### config.mk
export PLATFORM = sky130hd
export DESIGN_NAME = thor2023_icache_refill_ctrl
export DESIGN_NICKNAME = d
export VERILOG_FILES = /design/src/rtl/thor2023_icache_refill_ctrl.sv
export SDC_FILE = /design/constraint.sdc
export NUM_CORES = 1
export LEC_CHECK = 0
export BUFFER_PORTS_ARGS = -buffer_cell sky130_fd_sc_hd__buf_4
export CELL_PAD_IN_SITES_DETAIL_PLACEMENT = 1
export CELL_PAD_IN_SITES_GLOBAL_PLACEMENT = 1
export CORE_AREA = 8 8 319 321
export CTS_CLUSTER_SIZE = 16
export DETAILED_ROUTE_END_ITERATION = 16
export DIE_AREA = 0 0 327 329
export MAX_ROUTING_LAYER = met4
export PLACE_DENSITY_LB_ADDON = 0.1
export SETUP_SLACK_MARGIN = 0.4
export SLEW_MARGIN = 40
export SYNTH_ARGS = -nofsm -noshare
export SYNTH_HDL_FRONTEND = slang
export SYNTH_SLANG_ARGS = --single-unit
### constraint.sdc
create_clock -name clk -period 46 [get_ports clk]
set_input_delay 6.9 -clock clk [delete_from_list [all_inputs] [get_ports clk]]
set_output_delay 6.9 -clock clk [all_outputs]
set_load 0.005 [all_outputs]
### src/rtl/thor2023_icache_refill_ctrl.sv
// Instruction-cache refill sequencer: fetches a missing line as BEATS memory
// beats, assembles it, and writes it into a round-robin selected way.
module thor2023_icache_refill_ctrl #(
  parameter int AWID      = 32,
  parameter int ASIDW     = 16,
  parameter int LINE_BITS = 512,
  parameter int BEAT_BITS = 128,
  parameter int WAYS      = 4,
  parameter int LOBIT     = 6,
  parameter int TIMEOUT   = 255
) (
  input  logic                                   clk,
  input  logic                                   rst,
  input  logic                                   ihit,
  input  logic [AWID-1:0]                        miss_adr,
  input  logic [ASIDW-1:0]                       miss_asid,
  input  logic                                   invce,
  output logic                                   mem_req,
  output logic [AWID-1:0]                        mem_adr,
  output logic [ASIDW-1:0]                       mem_asid,
  input  logic                                   mem_ack,
  input  logic                                   mem_err,
  input  logic [BEAT_BITS-1:0]                   mem_dat,
  input  logic [AWID-1:0]                        mem_padr,
  output logic                                   wr_ic,
  output logic [(WAYS > 1 ? $clog2(WAYS) : 1)-1:0] wway,
  output logic [AWID-1:0]                        line_vtag,
  output logic [AWID-1:0]                        line_ptag,
  output logic [LINE_BITS-1:0]                   line_data,
  output logic                                   busy,
  output logic                                   err
);

  // state | meaning
  // IDLE  | waiting for ihit=0, latches the line address and ASID
  // FETCH | requesting beats; abort on bus error or ack timeout
  // WRITE | one-cycle cache write unless cancelled by invce
  // HOLD  | two cycles ignoring ihit while the cache registers the new line

  localparam int BEATS = LINE_BITS / BEAT_BITS;
  localparam int BW    = (BEATS > 1) ? $clog2(BEATS) : 1;
  localparam int WW    = (WAYS > 1) ? $clog2(WAYS) : 1;
  localparam int TW    = $clog2(TIMEOUT + 1);
  localparam int BSH   = $clog2(BEAT_BITS / 8);
  localparam logic [AWID-1:0] LINE_MASK = ~((AWID'(1) << LOBIT) - AWID'(1));

  typedef enum logic [1:0] {IDLE, FETCH, WRITE, HOLD} state_t;

  state_t            state, state_nxt;
  logic [AWID-1:0]   ladr;
  logic [ASIDW-1:0]  masid;
  logic [BW-1:0]     beat;
  logic [TW-1:0]     tmo_cnt;
  logic [WW-1:0]     way_cnt;
  logic              cancel;
  logic              hold_cnt;
  logic [LOBIT-1:0]  beat_off;
  logic              ack_ok, abort, cancel_eff;

  assign ack_ok     = (state == FETCH) && mem_ack && !mem_err;
  assign abort      = (state == FETCH) &&
                      (mem_err || (!mem_ack && (tmo_cnt == TW'(TIMEOUT - 1))));
  // an invalidate arriving in the WRITE cycle itself must still cancel it
  assign cancel_eff = cancel || invce;

  always_ff @(posedge clk or posedge rst) begin
    if (rst) state <= IDLE;
    else     state <= state_nxt;
  end

  always_comb begin
    state_nxt = state;
    case (state)
      IDLE:  if (!ihit) state_nxt = FETCH;
      FETCH: begin
        if (abort)                                 state_nxt = IDLE;
        else if (ack_ok && beat == BW'(BEATS - 1)) state_nxt = WRITE;
      end
      WRITE: state_nxt = HOLD;
      HOLD:  if (hold_cnt) state_nxt = IDLE;
      default: state_nxt = IDLE;
    endcase
  end

  always_ff @(posedge clk or posedge rst) begin
    if (rst) begin
      ladr      <= '0;
      masid     <= '0;
      beat      <= '0;
      tmo_cnt   <= '0;
      way_cnt   <= '0;
      cancel    <= 1'b0;
      hold_cnt  <= 1'b0;
      line_ptag <= '0;
      line_data <= '0;
      err       <= 1'b0;
    end else begin
      err <= abort;
      case (state)
        IDLE: begin
          if (!ihit) begin
            ladr    <= miss_adr & LINE_MASK;
            masid   <= miss_asid;
            beat    <= '0;
            tmo_cnt <= '0;
            cancel  <= 1'b0;
          end
        end
        FETCH: begin
          if (abort)      cancel <= 1'b0;
          else if (invce) cancel <= 1'b1;
          if (abort) begin
            tmo_cnt <= '0;
          end else if (ack_ok) begin
            line_data[int'(beat)*BEAT_BITS +: BEAT_BITS] <= mem_dat;
            if (beat == '0) line_ptag <= mem_padr & LINE_MASK;
            beat    <= beat + BW'(1);
            tmo_cnt <= '0;
          end else begin
            tmo_cnt <= tmo_cnt + TW'(1);
          end
        end
        WRITE: begin
          if (!cancel_eff)
            way_cnt <= (way_cnt == WW'(WAYS - 1)) ? '0 : way_cnt + WW'(1);
          cancel   <= 1'b0;
          hold_cnt <= 1'b0;
        end
        HOLD: hold_cnt <= 1'b1;
        default: ;
      endcase
    end
  end

  assign beat_off  = LOBIT'(beat) << BSH;
  assign mem_req   = (state == FETCH);
  assign mem_adr   = ladr | AWID'(beat_off);
  assign mem_asid  = masid;
  assign wr_ic     = (state == WRITE) && !cancel_eff;
  assign wway      = way_cnt;
  assign line_vtag = ladr;
  assign busy      = (state != IDLE);

endmodule

Yosys cells after proc, flatten, opt, wreduce, memory -nomap -nowiden. Cells that the tools add are included.

Bits in registers: 597. Bits of input ports: 214. Output and inout bits: 630. Logic and storage cells: 78.

$add $sub $neg: 4. Equality and inequality tests: 12. Shift operators: 2. Mux-type cells: 20. Bitwise logic cells: 4. Reductions and logical operators: 25.

Operators with widths (number): 512-bit bitwise mux (1); 128-bit by 33-bit variable shift with 512-bit output, first input constant (1); 128-bit by 33-bit variable part select with 512-bit output (1); 9-bit negation with 33-bit output (1); 32-bit by 6-bit bitwise OR with 32-bit output (1); 8-bit two-way mux (3); 2-bit two-way mux (8); 8-bit case mux with 2 select lines (1); 3-bit AND reduction (3); 8-bit by 1-bit adder with 8-bit output, second input constant (1); 2-bit equality test, second input constant (4); 8-bit equality test, second input constant (1); 2-bit case mux with 4 select lines (1); 4-bit AND reduction (2); 1-bit logical AND (6); 2-bit != test, second input constant (3); 2-bit AND reduction (3); 2-bit nonzero test (3); 2-bit by 1-bit adder with 2-bit output, second input constant (2); 2-bit logical NOT (2); 2-bit case mux with 2 select lines (1); 1-bit logical NOT (3); 1-bit two-way mux (3); 3-bit by 1-bit != test with 1-bit output, second input constant (1); other kinds (8) (11).

Depth between registers and ports, before layout.
Depth in word-level cells: 7. Depth in mapped cells: 9.

Least setup slack after synthesis. Ideal clock, no wire load.

Path type: input port to output port. From: input port invce. To: output port wr_ic. Arrival time: 7389 ps. Slack: 31711 ps. Cell stages on the path: 1. Path buffers: 0. Path through: nor4b_1.

Cells in the longest elaborated chain, start to end: 3.

Ends and longest elaborated chain: from (decl) (line 17) `input logic invce,`; 1-bit logical OR (line 64) `assign cancel_eff = cancel || invce;`; 1-bit logical NOT (line 139) `assign wr_ic = (state == WRITE) && !cancel_eff;`; 1-bit logical AND (line 139); to (decl) (line 25) `output logic wr_ic,`.

No other way between the ends.

Final worst setup path. Same ends and word-level chain as after synthesis.

==> flow_metrics.env <==
export IMPL_root_buffer="clkbuf_16"
export IMPL_fin_nets=3443
export IMPL_dr_pass1_iters=5
export IMPL_place_area_um2=30900
export IMPL_post_cts_buffers=0
export IMPL_cts_tree="yes"
export IMPL_synth_top_area_share_pct=62.6
export IMPL_antenna_left=0
export IMPL_drive_above_1_share_pct=32.1
export IMPL_max_cap_viol_count=0
export IMPL_ys_seq_area_share_pct=62.6
export IMPL_clock_latency_ps=640
export IMPL_cts_max_level=3
export IMPL_die_w_um=327
export IMPL_port_buffers=815
export IMPL_clock_skew_ps=19.5
export IMPL_ys_dominant_reg_cell="dfrtp_1"
export IMPL_cts_resized=0
export IMPL_cts_buffer_depth=3
export IMPL_outcome="complete, no violations"
export IMPL_holdBufCountCts=0
export IMPL_finalInstanceArea_um2=33600
export IMPL_syn_avg_cell_area_um2=9.53
export IMPL_synth_area_leaders="dfrtp_1 (63%), nand2_1 (16%), o21ai_0 (8.4%), mux2_2 (3.3%), o21ai_1 (2.5%)"
export IMPL_final_core_util_pct=34.5
export IMPL_crit_path_frequent_cell="buf_4"
export IMPL_cpMaxStageDelayCell="nor4b_1"
export IMPL_post_route_min_period_ps=14820
export IMPL_cts_sinks=597
export IMPL_synth_cell_type_count=38
export IMPL_ir_drop_uv=36.7
export IMPL_rows=115
export IMPL_dp_hpwl_um=74500
export IMPL_leakage_nw=15.8
export IMPL_grt_pass1_vias=21700
export IMPL_crit_path_end_kind="output pin"
export IMPL_yosysMostFrequentCell="nand2_1"
export IMPL_post_synth_top_area_cell="dfrtp_1"
export IMPL_numCtsBuffers=75
export IMPL_yosys_warnings=0
export IMPL_ys_seq_elements=597
export IMPL_finalSetupTns_ps=0
export IMPL_powerDensity_nw_per_um2=58.4
export IMPL_dieArea_um2=108000
export IMPL_drtIter0Drc=928
export IMPL_synth_edf_count=0
export IMPL_async_flop_share_pct=100
export IMPL_finalHoldViolations=0
export IMPL_hp_class="reg -> reg"
export IMPL_post_drt_wl_per_cell_um=22.8
export IMPL_routed_wl_um=105000
export IMPL_grt_pass1_wl_um=153000
export IMPL_synthesis_area_um2=23900
export IMPL_area_growth_pct=40.5
export IMPL_slew_headroom_pct=42.2
export IMPL_path_cells="buf_4, nor4b_1, buf_4"
export IMPL_synth_common_cells="nand2_1 (1027), dfrtp_1 (597), o21ai_0 (403), o21ai_1 (121), clkbuf_1 (93)"
export IMPL_tightest_slew_ps=867
export IMPL_arrival_ps=7920
export IMPL_max_freq_mhz=67.5
export IMPL_antenna_found_initial=12
export IMPL_crit_required_ps=39100
export IMPL_setup_viol=0
export IMPL_grt_setup_unrepaired="no"
export IMPL_crit_fanout=3
export IMPL_critPathKind="in -> out"
export IMPL_coreArea_um2=97100
export IMPL_slew_viol_final=0
export IMPL_start_util_pct=24.6
export IMPL_gr_total_overflow=0
export IMPL_syn_inst=2506
export IMPL_path_clk_slew_ps=60
export IMPL_vias=20200
export IMPL_post_place_ws_ps=31180
export IMPL_grt_max_degree=129
export IMPL_ios=844
export IMPL_cpPeakStageDelay_ps=660
export IMPL_drc=0
export IMPL_die_h_um=329
export IMPL_grt_usage_pct=19.4
export IMPL_vias_per_cell=4.41
export IMPL_gp_congestion=0.795
export IMPL_fin_crit_sh_pct=32.2
export IMPL_setup_worst_path_start_class="input port"
export IMPL_worst_slack_ps=31180
critical path, delay by kind of cell:
| family | cells | cell delay [ps] |
|---|---|---|
| buf+inv | 2 | 350 |
| simple gates | 1 | 660 |
per-layer routing:
| layer | global-route usage (%) | routed length (µm) | up-vias |
|---|---|---|---|
| met2 | 32.1 | 52000 | 602 |
| met4 | 8.88 | 4710 | 0 |
| met3 | 6.37 | 7950 | 185 |
| li1 | - | - | 9504 |
| met5 | - | 0 | - |
| met1 | 21.1 | 39900 | 9922 |
worst paths after layout:
check                                           start                    endpoint  slack, ps  depth (start not counted)
max                                             invce                       wr_ic      31180                          3
min                        line_data[508]$_DFFE_PP0P_  line_data[508]$_DFFE_PP0P_        480                          2
max reg2reg                       beat[0]$_DFFE_PP0P_  line_data[108]$_DFFE_PP0P_      42980                          6
min reg2reg                line_data[508]$_DFFE_PP0P_  line_data[508]$_DFFE_PP0P_        480                          2
max in group asynchronous                         rst  line_data[431]$_DFFE_PP0P_      37330                          5
min in group asynchronous                         rst  line_data[247]$_DFFE_PP0P_       6380                          2
logic make-up (layout without fill, tap and decap cells):
family	count (synthesis)	after routing	share of synthesized area [%]
mux	71	71	3.34
flops	597	597	62.6
compound gates	539	539	11.4
simple gates	1061	1061	17.0
other cells	1	27	0.0157
fa+ha+maj	8	8	0.419
buf+inv	229	992	5.19
registers in the layout (all words and copies together) (netlist names), named ones only:
| signal | cells |
|---|---|
| err | 1 |
| line_vtag | 26 |
| mem_asid | 16 |
| hold_cnt | 1 |
| line_data | 512 |
| line_ptag | 26 |
| cancel | 1 |
| tmo_cnt | 8 |
| wway | 2 |
| state | 1 |
| beat | 2 |
area by class of cell:
cell class	instances	area (µm²)
clock buffers	112	2280
flip-flops and latches	597	14900
multi-input cells	1695	7850
inverters	10	45.0
clock inverters	28	330
repair buffers	842	6470
diodes	11	27.5
well taps	1287	1610
fillers	11200	63600
report_power, final:
group / switching [mW] / internal (mW) / leakage (nW) / total [mW]
Clock: 0.242 / 0.377 / 1.30 / 0.620
Sequential: 0.0777 / 0.648 / 8.11 / 0.725
Combinational: 0.344 / 0.270 / 6.42 / 0.615
Total: 0.664 / 1.30 / 15.8 / 1.96
cell usage in the layout (no fill, tap or decap), types with 3 or more instances in the layout:
| master | count |
|---|---|
| clkbuf_8 | 23 |
| inv_6 | 3 |
| a21oi_1 | 3 |
| buf_12 | 3 |
| a21o_1 | 4 |
| nor2_1 | 5 |
| dfrtp_1 | 597 |
| ha_1 | 8 |
| o21ai_0 | 403 |
| a22o_1 | 3 |
| o21ai_1 | 121 |
| bufinv_16 | 6 |
| inv_1 | 9 |
| clkinv_2 | 15 |
| mux2_2 | 70 |
| diode_2 | 11 |
| nor3b_1 | 3 |
| clkbuf_1 | 13 |
| buf_4 | 819 |
| buf_6 | 14 |
| nand2_8 | 4 |
| nand2_1 | 1027 |
| nor2b_1 | 3 |
| clkbuf_16 | 77 |
| conb_1 | 16 |
per-stage QoR:
| step | cells | power, mW | hold WS [ps] |
|---|---|---|---|
| after global routing | 4582 | 2.08 | 501 |
| after CTS | 4569 | 2.01 | 484 |
| after floorplan | 2521 | 0.984 | 471 |
| after global placement | 4425 | 1.35 | 466 |
| final | 4582 | 1.96 | 478 |
| after detailed placement | 4429 | 1.37 | 471 |
No activity file was read; power rests on OpenSTA's default activity.
